## config.mk

```make
export PLATFORM = sky130hd
export DESIGN_NAME = int_ctrl
export DESIGN_NICKNAME = d
export VERILOG_FILES = /design/src/rtl/int_ctrl.sv
export SDC_FILE = /design/constraint.sdc
export NUM_CORES = 1
export LEC_CHECK = 0
export CAP_MARGIN = 20
export CORE_AREA = 2 2 56 68
export DETAILED_ROUTE_END_ITERATION = 16
export DIE_AREA = 0 0 58 70
export DONT_BUFFER_PORTS = 1
export PLACE_DENSITY = 0.65
export SKIP_CTS_REPAIR_TIMING = 1
export SYNTH_ARGS = -nofsm -noshare
export SYNTH_HDL_FRONTEND = slang
export SYNTH_SLANG_ARGS = --single-unit
```

## constraint.sdc

```tcl
create_clock -name clk -period 1.6 [get_ports clk]
set_input_delay 0.4 -clock clk [delete_from_list [all_inputs] [get_ports clk]]
set_output_delay 0.4 -clock clk [all_outputs]
set_load 0.05 [all_outputs]
```

## src/rtl/int_ctrl.sv

```systemverilog
// Interrupt controller: per-source sync (INT_SYNC_EN), edge/level qualify, pending latch, enable mask, registered hwint.
// Latency irq->hwint 2 cycles (4 with INT_SYNC_EN); no backpressure, bus writes always accepted, reads combinational.
module int_ctrl #(
    parameter int NSRC = 6
) (
    input  logic        clk,
    input  logic        reset,
    input  logic [5:0]  irq,
    input  logic        we,
    input  logic [1:0]  addr,
    input  logic [31:0] din,
    output logic [31:0] dout,
    output logic [5:0]  hwint
);

    localparam logic [5:0] VMASK = 6'((7'd1 << NSRC) - 7'd1);

    logic [5:0] src;
    logic [5:0] en;
    logic [5:0] mode;
    logic [5:0] pend;
    logic [5:0] prev;
    logic [5:0] pend_next;
    logic [5:0] mode_chg;
    logic [5:0] w1c;
    logic [5:0] rise;
    logic [5:0] act;
    logic [2:0] idx;
    logic       unused_din;

    assign unused_din = ^din[31:6];

`ifdef INT_SYNC_EN
    logic [5:0] sync1;
    logic [5:0] sync2;

    always_ff @(posedge clk or negedge reset) begin
        if (!reset) begin
            sync1 <= 6'd0;
            sync2 <= 6'd0;
        end else begin
            sync1 <= irq & VMASK;
            sync2 <= sync1;
        end
    end

    assign src = sync2;
`else
    assign src = irq & VMASK;
`endif

    assign mode_chg = (we && addr == 2'd1) ? ((din[5:0] & VMASK) ^ mode) : 6'd0;
    assign w1c      = (we && addr == 2'd2) ? (din[5:0] & mode) : 6'd0;
    assign rise     = src & ~prev;

    // A new edge overrides a same-cycle W1C; a mode change clears the bit outright.
    assign pend_next = ~mode_chg & ((mode & ((pend & ~w1c) | rise)) | (~mode & src));

    always_ff @(posedge clk or negedge reset) begin
        if (!reset) begin
            en    <= 6'd0;
            mode  <= 6'd0;
            pend  <= 6'd0;
            prev  <= 6'd0;
            hwint <= 6'd0;
        end else begin
            prev  <= src;
            pend  <= pend_next;
            hwint <= pend & en;
            if (we && addr == 2'd0) en <= din[5:0] & VMASK;
            if (we && addr == 2'd1) mode <= din[5:0] & VMASK;
        end
    end

    assign act = pend & en;

    always_comb begin
        idx = 3'd0;
        for (int i = 5; i >= 0; i--) begin
            if (act[i]) idx = 3'(i);
        end
    end

    always_comb begin
        dout = 32'd0;
        case (addr)
            2'd0: dout[5:0] = en;
            2'd1: dout[5:0] = mode;
            2'd2: dout[5:0] = pend;
            2'd3: dout[3:0] = {|act, idx};
            default: dout = 32'd0;
        endcase
    end

endmodule

```

==> results of run 1 <==
critical path: cells and delay by family (launching register included):
| kind | cells | cell delay [ns] |
|---|---|---|
| AND/OR/NAND/NOR | 3 | 0.52 |
| flip-flops | 1 | 0.40 |
| AO/OA/AOI/OAI | 1 | 0.29 |
final cells by class:
type                    count  area (um2)  area share, %
clock buffers               7        86.3           4.37
repair buffers             24         228           11.5
clock inverters             1        5.00          0.253
multi-input cells         109         828           42.0
flip-flops and latches     30         752           38.1
inverters                   7        26.3           1.33
well taps                  39        48.8           2.47
cells by family (layout without fill, tap and decap cells):
kind of cell / count (synthesis) / after routing
fa+ha+maj: 6 / 6
other cells: 1 / 26
buf+inv: 38 / 39
mux: 14 / 14
flops: 30 / 30
compound gates: 26 / 26
simple gates: 37 / 37
layer usage:
layer	track usage (%)	vias to the layer above	wire length [um]
li1	-	521	-
met1	18.1	532	1110
met2	28.8	42	1740
met3	7.04	5	242
met4	7.75	0	63
met5	0	-	0
sequential cells by signal, summed over array words and instances (netlist names):
name   cells
en         6
hwint      6
mode       6
pend       6
prev       6
per-stage QoR:
| step | utilization, % | area (um2) |
|---|---|---|
| CTS | 53.4 | 1860 |
| global placement | 50.8 | 1770 |
| floorplan | - | 1780 |
| global route | 56.7 | 1970 |
| detailed placement | 50.8 | 1770 |
| finish | 56.7 | 1970 |
where the power goes:
group / internal [mW] / leakage [nW] / total [mW] / switching [mW]
combinational: 0.352 / 0.511 / 0.853 / 0.501
sequential: 0.882 / 0.360 / 1.08 / 0.194
clock: 0.346 / 0.0482 / 0.628 / 0.282
total: 1.58 / 0.919 / 2.56 / 0.976
path summary, 6_finish.rpt:
path	end	slack, ns	startpoint	depth (start not counted)
min in group asynchronous	en[4]$_DFFE_PN0P_	0.55	reset	2
min reg2reg	hwint[2]$_DFF_PN0_	0.53	pend[2]$_DFF_PN0_	2
max reg2reg	pend[5]$_DFF_PN0_	0.51	mode[5]$_DFFE_PN0P_	5
min	prev[4]$_DFF_PN0_	0.14	irq[4]	0
max	dout[2]	-0.30	pend[0]$_DFF_PN0_	4
max in group asynchronous	mode[4]$_DFFE_PN0P_	0.89	reset	2
cells in the final DEF (no fill, tap or decap), types with 2 or more instances in the layout:
cell type  count
buf_4         18
buf_12         3
a32oi_1        6
clkbuf_8       6
dfrtp_1       29
nor3_1         2
inv_1          6
conb_1        26
nand2_2        3
mux2_1         2
buf_6          2
o21ai_1        2
nand2_1       20
ha_1           6
a2bb2oi_1      2
mux2_2         9
a21oi_1        8
==> results.cfg, run 1 <==
[floorplanning]
fp-row-count = 24
initial_utilization_pct = 45.9
die_h_um = 70
die_x_um = 58
dieArea_um2 = 4060
core_area_um2 = 3480
ios = 81

[synth]
synthDistinctLibCells = 31
synth_top_family_by_area = buffers and inverters
synthXorXnorAreaFrac_pct = 0
synth_edf_count = 0
yosysWarningCount = 0
synth_most_common_cell = dfrtp_1
synth_adder_area_share_pct = 4.70
synth_area_um2 = 1600
syn_area_per_cell_um2 = 10.5
synth_area_leaders = dfrtp_1, buf_4, mux2_2
synth_commonest_cells = dfrtp_1, buf_4, nand2_1, a21oi_1, mux2_2
synth_top_area_cell = dfrtp_1
async_reset_ff_share_pct = 100
synth_seq_area_share_pct = 47.0
synth_seq_cells = 30
netlist.area_leader.share_pct = 47.0
synth-compound-area-share_pct = 10.7
synth-main-ff-cell = dfrtp_1
syn_inst = 152
synthSimpleGateAreaFrac_pct = 12.0
muxShareOfSynthArea_pct = 9.63

[setup_path]
critical_path.startpoint_type = flip-flop
worstPathRequired_ns = 1.20
crit_slowest_cell = dfrtp_1
criticalPathCategory = reg2out
setup.worst_path.end_class = primary output
path_max_fanout = 4
critPathArrivalTime_ns = 1.50
worstPathCellList = nand2_2 > and3_4 > nor4b_4 > o32a_4
cp_slowest_stage_delay_ns = 0.40

[routing]
dr.pass1.iters = 5
vias_per_cell = 5.07
drc_errors = 0
via_count = 1100
wirelength_um = 3160
drt_iter0_drc = 13
wl_per_cell_um = 14.5
ant_nets = 0

[final_layout]
area_growth_pct = 23.6
fillers = 300
fin_cells = 217
nets = 226
diodes = 0
drive_above_1_share_pct = 33.7

[place]
pre_cts_slack_ns = -0.0356
routabilityCongestion = 0.765
portBuffers = 0
post-dp-hpwl_um = 2390
placed_cells = 204

[run]
cap_violations = 0

[clock_network]
tritoncts = done
clockBufferDepth = 2
root_buffer = clkbuf_8
numCtsBuffers = 5
cts_sinks = 30
clk_latency_ns = 0.29
htreeDepth = 2
clk_pin_slew_worst_paths_ns = 0.06

[worst_hold_path]
min_path_type = in2reg

[global_route]
antenna_found_initial = 0
grt_pass1_wl_um = 5070
grt_max_degree = 31
grt_pass1_vias = 1116
overflow = 0
track_usage_pct = 17.0

[timing]
setup_viol = 4
fin_crit_sh_pct = 119
finalWorstPathRequiredPeriod_ns = 1.90
clock_skew_ns = 0.00232
final_hold_viol_count = 0
slew_viol_final = 0
worst_slack_ns = -0.297
hold_ws_ns = 0.136
max_freq_mhz = 527
tns_ns = -0.989
rsz0062_at_grt = true

[power]
p_total_mw = 2.56
p_leak_nw = 0.919
ir_drop_mv = 0.789
p_per_area_nw_per_um2 = 1290

[status]
violations = negative setup slack
status = complete, but fails checks
Power figures use the tool's default switching activity.
==> inputs of run 2 (changes only) <==
--- a/config.mk
+++ b/config.mk
@@ -10,7 +10,7 @@
 export DETAILED_ROUTE_END_ITERATION = 16
 export DIE_AREA = 0 0 58 70
 export DONT_BUFFER_PORTS = 1
-export PLACE_DENSITY = 0.65
+export PLACE_DENSITY = 0.62
 export SKIP_CTS_REPAIR_TIMING = 1
 export SYNTH_ARGS = -nofsm -noshare
 export SYNTH_HDL_FRONTEND = slang
==> results.cfg, run 2 (synthesized netlist as in run 1, its figures left out) <==
[clock_network]
tritoncts = done
htreeDepth = 2
numCtsBuffers = 5
clk_latency_ns = 0.28
clk_pin_slew_worst_paths_ns = 0.07
cts_sinks = 30
root_buffer = clkbuf_8
clockBufferDepth = 2

[setup_path]
cp_slowest_stage_delay_ns = 0.36
crit_cells = 5
crit_slowest_cell = dfrtp_1
reg2regPathDepth = 5
setup.worst_path.end_class = primary output
r2r_end = pend[5]$_DFF_PN0_
worstPathCellList = nand2_2 > and3_4 > a221oi_2 > a21oi_4 > buf_12
critical_path.startpoint_type = flip-flop
worst-r2r-setup-slack_ns = 0.50
critPathArrivalTime_ns = 1.50
critPathTopFamily = compound AO/OA/AOI/OAI gates
worstPathRequired_ns = 1.20
critical_path_buf_inv_count = 1
path_max_fanout = 4
criticalPathCategory = reg2out
r2r-start = mode[5]$_DFFE_PN0P_

[run]
cap_violations = 0

[place]
routabilityCongestion = 0.742
pre_cts_slack_ns = -0.0249
portBuffers = 0
post-dp-hpwl_um = 2400

[power]
p_int_mw = 1.57
ir_drop_mv = 0.852
switching_power_uw = 980
p_per_area_nw_per_um2 = 1310
p_leak_nw = 0.911
swShare_pct = 38.4
clock_power_share_pct = 24.8
power.share.sequential_pct = 42.1
power_frac_comb_pct = 33.0

[timing]
finalWorstPathRequiredPeriod_ns = 1.90
slew_viol_final = 0
worst_slack_ns = -0.305
rsz0062_at_grt = true
max_freq_mhz = 525
fin_crit_sh_pct = 119
clock_skew_ns = 0.00621
setup_viol = 4
final_hold_viol_count = 0

[floorplanning]
core_area_um2 = 3480
ios = 81
die_h_um = 70
initial_utilization_pct = 45.9
die_x_um = 58
fp-row-count = 24
dieArea_um2 = 4060

[worst_hold_path]
hold_path.startpoint = irq[0]
min_path_type = in2reg
whs_path_depth = 0
hold_path_end = prev[0]$_DFF_PN0_

[global_route]
grt_max_degree = 31
overflow = 0
track_usage_pct = 17.7
grt_pass1_vias = 1122
antenna_found_initial = 0
grt_pass1_wl_um = 5330

[final_layout]
fillers = 317
final_cell_mix = dfrtp_1, conb_1, nand2_1
drive_above_1_share_pct = 33.9
postLayoutCoreUtil_pct = 56.1
area_growth_pct = 22.3
layout_commonest_cell = dfrtp_1
diodes = 0
nets = 225

[routing]
wirelength_um = 3220
drc_errors = 0
highest_layer = met4
wl_met1_um = 1200
met3_length_um = 252
via_count = 1131
wl_met2_um = 1700
ant_nets = 0
wl_per_cell_um = 14.9
vias_per_cell = 5.24
drt_iter0_drc = 26
dr.pass1.iters = 4

[status]
status = complete, but fails checks
violations = negative setup slack
-- run 2: changes by cell type in the layout (fill, tap and decap cells not counted) --
cell / before / now
nand2_2: 3 / 4
inv_1: 6 / 5
a31oi_2: 1 / 0
buf_4: 18 / 17
a31oi_1: 0 / 1
clkinvlp_4: 0 / 1
dfrtp_2: 1 / 0
nand2_1: 20 / 19
inv_2: 1 / 2
a221oi_2: 0 / 1
a221oi_4: 1 / 0
dfrtp_1: 29 / 30
clkbuf_1: 1 / 0
-- run 2: metrics by stage --
| stage | power (mW) | area, um2 | instances | TNS [ns] | hold WS, ns |
|---|---|---|---|---|---|
| after floorplan | 1.67 | 1780 | 177 | -0.0671 | 0.104 |
| after global placement | 1.81 | 1760 | 203 | -0.0270 | 0.105 |
| after detailed placement | 1.84 | 1760 | 203 | -0.0426 | 0.105 |
| after CTS | 2.48 | 1860 | 211 | -1.25 | -0.203 |
| after global routing | 2.69 | 1950 | 216 | -1.41 | 0.124 |
| final | 2.55 | 1950 | 216 | -1.06 | 0.139 |
-- run 2: layout make-up --
cell class                 instances  area (um2)  share of cell area (%)
timing repair buffer              23         220                    11.3
clock buffer                       6        82.6                    4.23
tap                               39        48.8                    2.50
clock inverter                     2        12.5                   0.640
inverter                           7        26.3                    1.34
multi-input combinational        109         813                    41.6
sequential                        30         751                    38.4
-- run 2: how the worst max path moves through the flow --
stage,start,to,slack [ns]
2_1_floorplan,addr[0],dout[4],-0.05
3_3_place_gp,pend[4]$_DFF_PN0_,dout[0],-0.02
3_5_place_dp,pend[0]$_DFF_PN0_,dout[0],-0.02
4_1_cts,pend[0]$_DFF_PN0_,dout[0],-0.35
5_1_grt,en[0]$_DFFE_PN0P_,dout[2],-0.36
6_report,en[0]$_DFFE_PN0P_,dout[0],-0.30
-- run 2: routing by layer --
metal  global-route usage, %  vias to the layer above
met1                    20.0                      549
met5                       0                        -
li1                        -                      523
met4                    6.98                        0
met2                    29.7                       51
met3                    6.48                        8
-- run 2: power by group through the flow --
| stage | clock, mW | combinational [mW] | sequential, mW |
|---|---|---|---|
| after floorplan | 0 | 0.604 | 1.07 |
| after global placement | 0 | 0.734 | 1.07 |
| after detailed placement | 0 | 0.760 | 1.08 |
| after CTS | 0.649 | 0.763 | 1.06 |
| after global routing | 0.677 | 0.917 | 1.09 |
| final | 0.634 | 0.843 | 1.07 |
==> inputs of run 3 (changes only) <==
--- a/config.mk
+++ b/config.mk
@@ -11,6 +11,7 @@
 export DIE_AREA = 0 0 58 70
 export DONT_BUFFER_PORTS = 1
 export PLACE_DENSITY = 0.62
+export RECOVER_POWER = 100
 export SKIP_CTS_REPAIR_TIMING = 1
 export SYNTH_ARGS = -nofsm -noshare
 export SYNTH_HDL_FRONTEND = slang
==> results.cfg, run 3 (synthesized netlist as in run 1, its figures left out) <==
[setup_path]
worstPathRequired_ns = 1.20
criticalPathCategory = reg2out
crit_slowest_cell = dfrtp_1
critPathTopFamily = compound AO/OA/AOI/OAI gates
critical_path.startpoint_type = flip-flop
path_max_fanout = 4
critPathArrivalTime_ns = 1.50
critical_path_buf_inv_count = 1
worstPathCellList = nand2_2 > and3_4 > a221oi_2 > a21oi_4 > buf_12
setup.worst_path.end_class = primary output
cp_slowest_stage_delay_ns = 0.36

[final_layout]
postLayoutCoreUtil_pct = 55.6
fin_cells = 216
diodes = 0
fillers = 318
nets = 225
multi_input_area_um2 = 811
layout_commonest_cell = dfrtp_1
finalInstanceArea_um2 = 1940
area_growth_pct = 21.2
final_cell_mix = dfrtp_1, conb_1, nand2_1
seqCellArea_um2 = 751
drive_above_1_share_pct = 33.3

[timing]
clock_skew_ns = 0.00603
relSlewSlack_pct = 49.3
final_hold_viol_count = 0
worst_pin_slew_ns = 0.760
max_freq_mhz = 526
rsz0062_at_grt = true
fin_crit_sh_pct = 119
setup_viol = 4
slew_viol_final = 0
finalWorstPathRequiredPeriod_ns = 1.90
worst_slack_ns = -0.301

[routing]
drt_iter0_drc = 26
highest_layer = met4
vias_per_cell = 5.20
ant_nets = 0
wirelength_um = 3240
dr.pass1.iters = 4
wl_per_cell_um = 15.0
drc_errors = 0
met3_length_um = 233
wl_met2_um = 1740
via_count = 1124
wl_met1_um = 1210

[global_route]
antenna_found_initial = 0
grt_max_degree = 31
track_usage_pct = 17.7
overflow = 0
grt_pass1_wl_um = 5330
grt_pass1_vias = 1122

[place]
placed_cells = 203
portBuffers = 0
routabilityCongestion = 0.742
place_area_um2 = 1760
post-dp-hpwl_um = 2400

[clock_network]
htreeDepth = 2
clk_latency_ns = 0.28
cts_sinks = 30
clk_pin_slew_worst_paths_ns = 0.07
numCtsBuffers = 5
clockBufferDepth = 2
tritoncts = done
root_buffer = clkbuf_8

[status]
status = complete, but fails checks
violations = negative setup slack

[power]
clock_power_share_pct = 24.8
p_per_area_nw_per_um2 = 1310
power_frac_comb_pct = 32.9
swShare_pct = 38.4
power.share.sequential_pct = 42.2
p_int_mw = 1.57
p_total_mw = 2.54
ir_drop_mv = 0.850
switching_power_uw = 976
p_leak_nw = 0.905

[floorplanning]
initial_utilization_pct = 45.9
ios = 81
fp-row-count = 24
dieArea_um2 = 4060
die_h_um = 70
core_area_um2 = 3480
die_x_um = 58

[run]
cap_violations = 0

[worst_hold_path]
min_path_type = in2reg
run 3: cell types whose count changed in the layout (fill, tap and decap cells not counted):
cell      change
buf_12        -1
clkbuf_2      +1
nand2_1       +1
nand2_2       -1
run 3: final timing paths:
| kind | start | endpoint | slack [ns] | cells past startpoint |
|---|---|---|---|---|
| max | en[0]$_DFFE_PN0P_ | dout[0] | -0.30 | 5 |
| min | irq[0] | prev[0]$_DFF_PN0_ | 0.14 | 0 |
| max reg2reg | mode[5]$_DFFE_PN0P_ | pend[5]$_DFF_PN0_ | 0.51 | 5 |
| min reg2reg | pend[3]$_DFF_PN0_ | hwint[3]$_DFF_PN0_ | 0.54 | 2 |
| max in group asynchronous | reset | pend[1]$_DFF_PN0_ | 0.40 | 2 |
| min in group asynchronous | reset | prev[3]$_DFF_PN0_ | 0.71 | 2 |
run 3: layer usage:
metal  up-vias  global-route usage [%]
li1        523                       -
met4         0                    6.98
met5         -                       0
met3         6                    6.48
met2        44                    29.7
met1       551                    20.0
run 3: area by class of cell:
cell class	count	area share [%]
Clock buffer	6	4.26
Clock inverter	2	0.646
Inverter	7	1.36
Multi-Input combinational cell	109	41.9
Sequential cell	30	38.8
Tap cell	39	2.52
Timing Repair Buffer	23	10.6
run 3: power groups by stage:
stage	Clock, mW	Combinational (mW)	Sequential [mW]
detailed placement	0	0.760	1.08
finish	0.631	0.837	1.07
floorplan	0	0.604	1.07
CTS	0.649	0.763	1.06
global placement	0	0.734	1.07
global route	0.677	0.911	1.09
run 3: stage by stage:
| stage | setup slack [ns] | hold WS (ns) | TNS (ns) |
|---|---|---|---|
| detailed placement | -0.0249 | 0.105 | -0.0426 |
| global placement | -0.0232 | 0.105 | -0.0270 |
| finish | -0.301 | 0.140 | -1.04 |
| global route | -0.360 | 0.124 | -1.39 |
| floorplan | -0.0486 | 0.104 | -0.0671 |
| CTS | -0.345 | -0.203 | -1.25 |
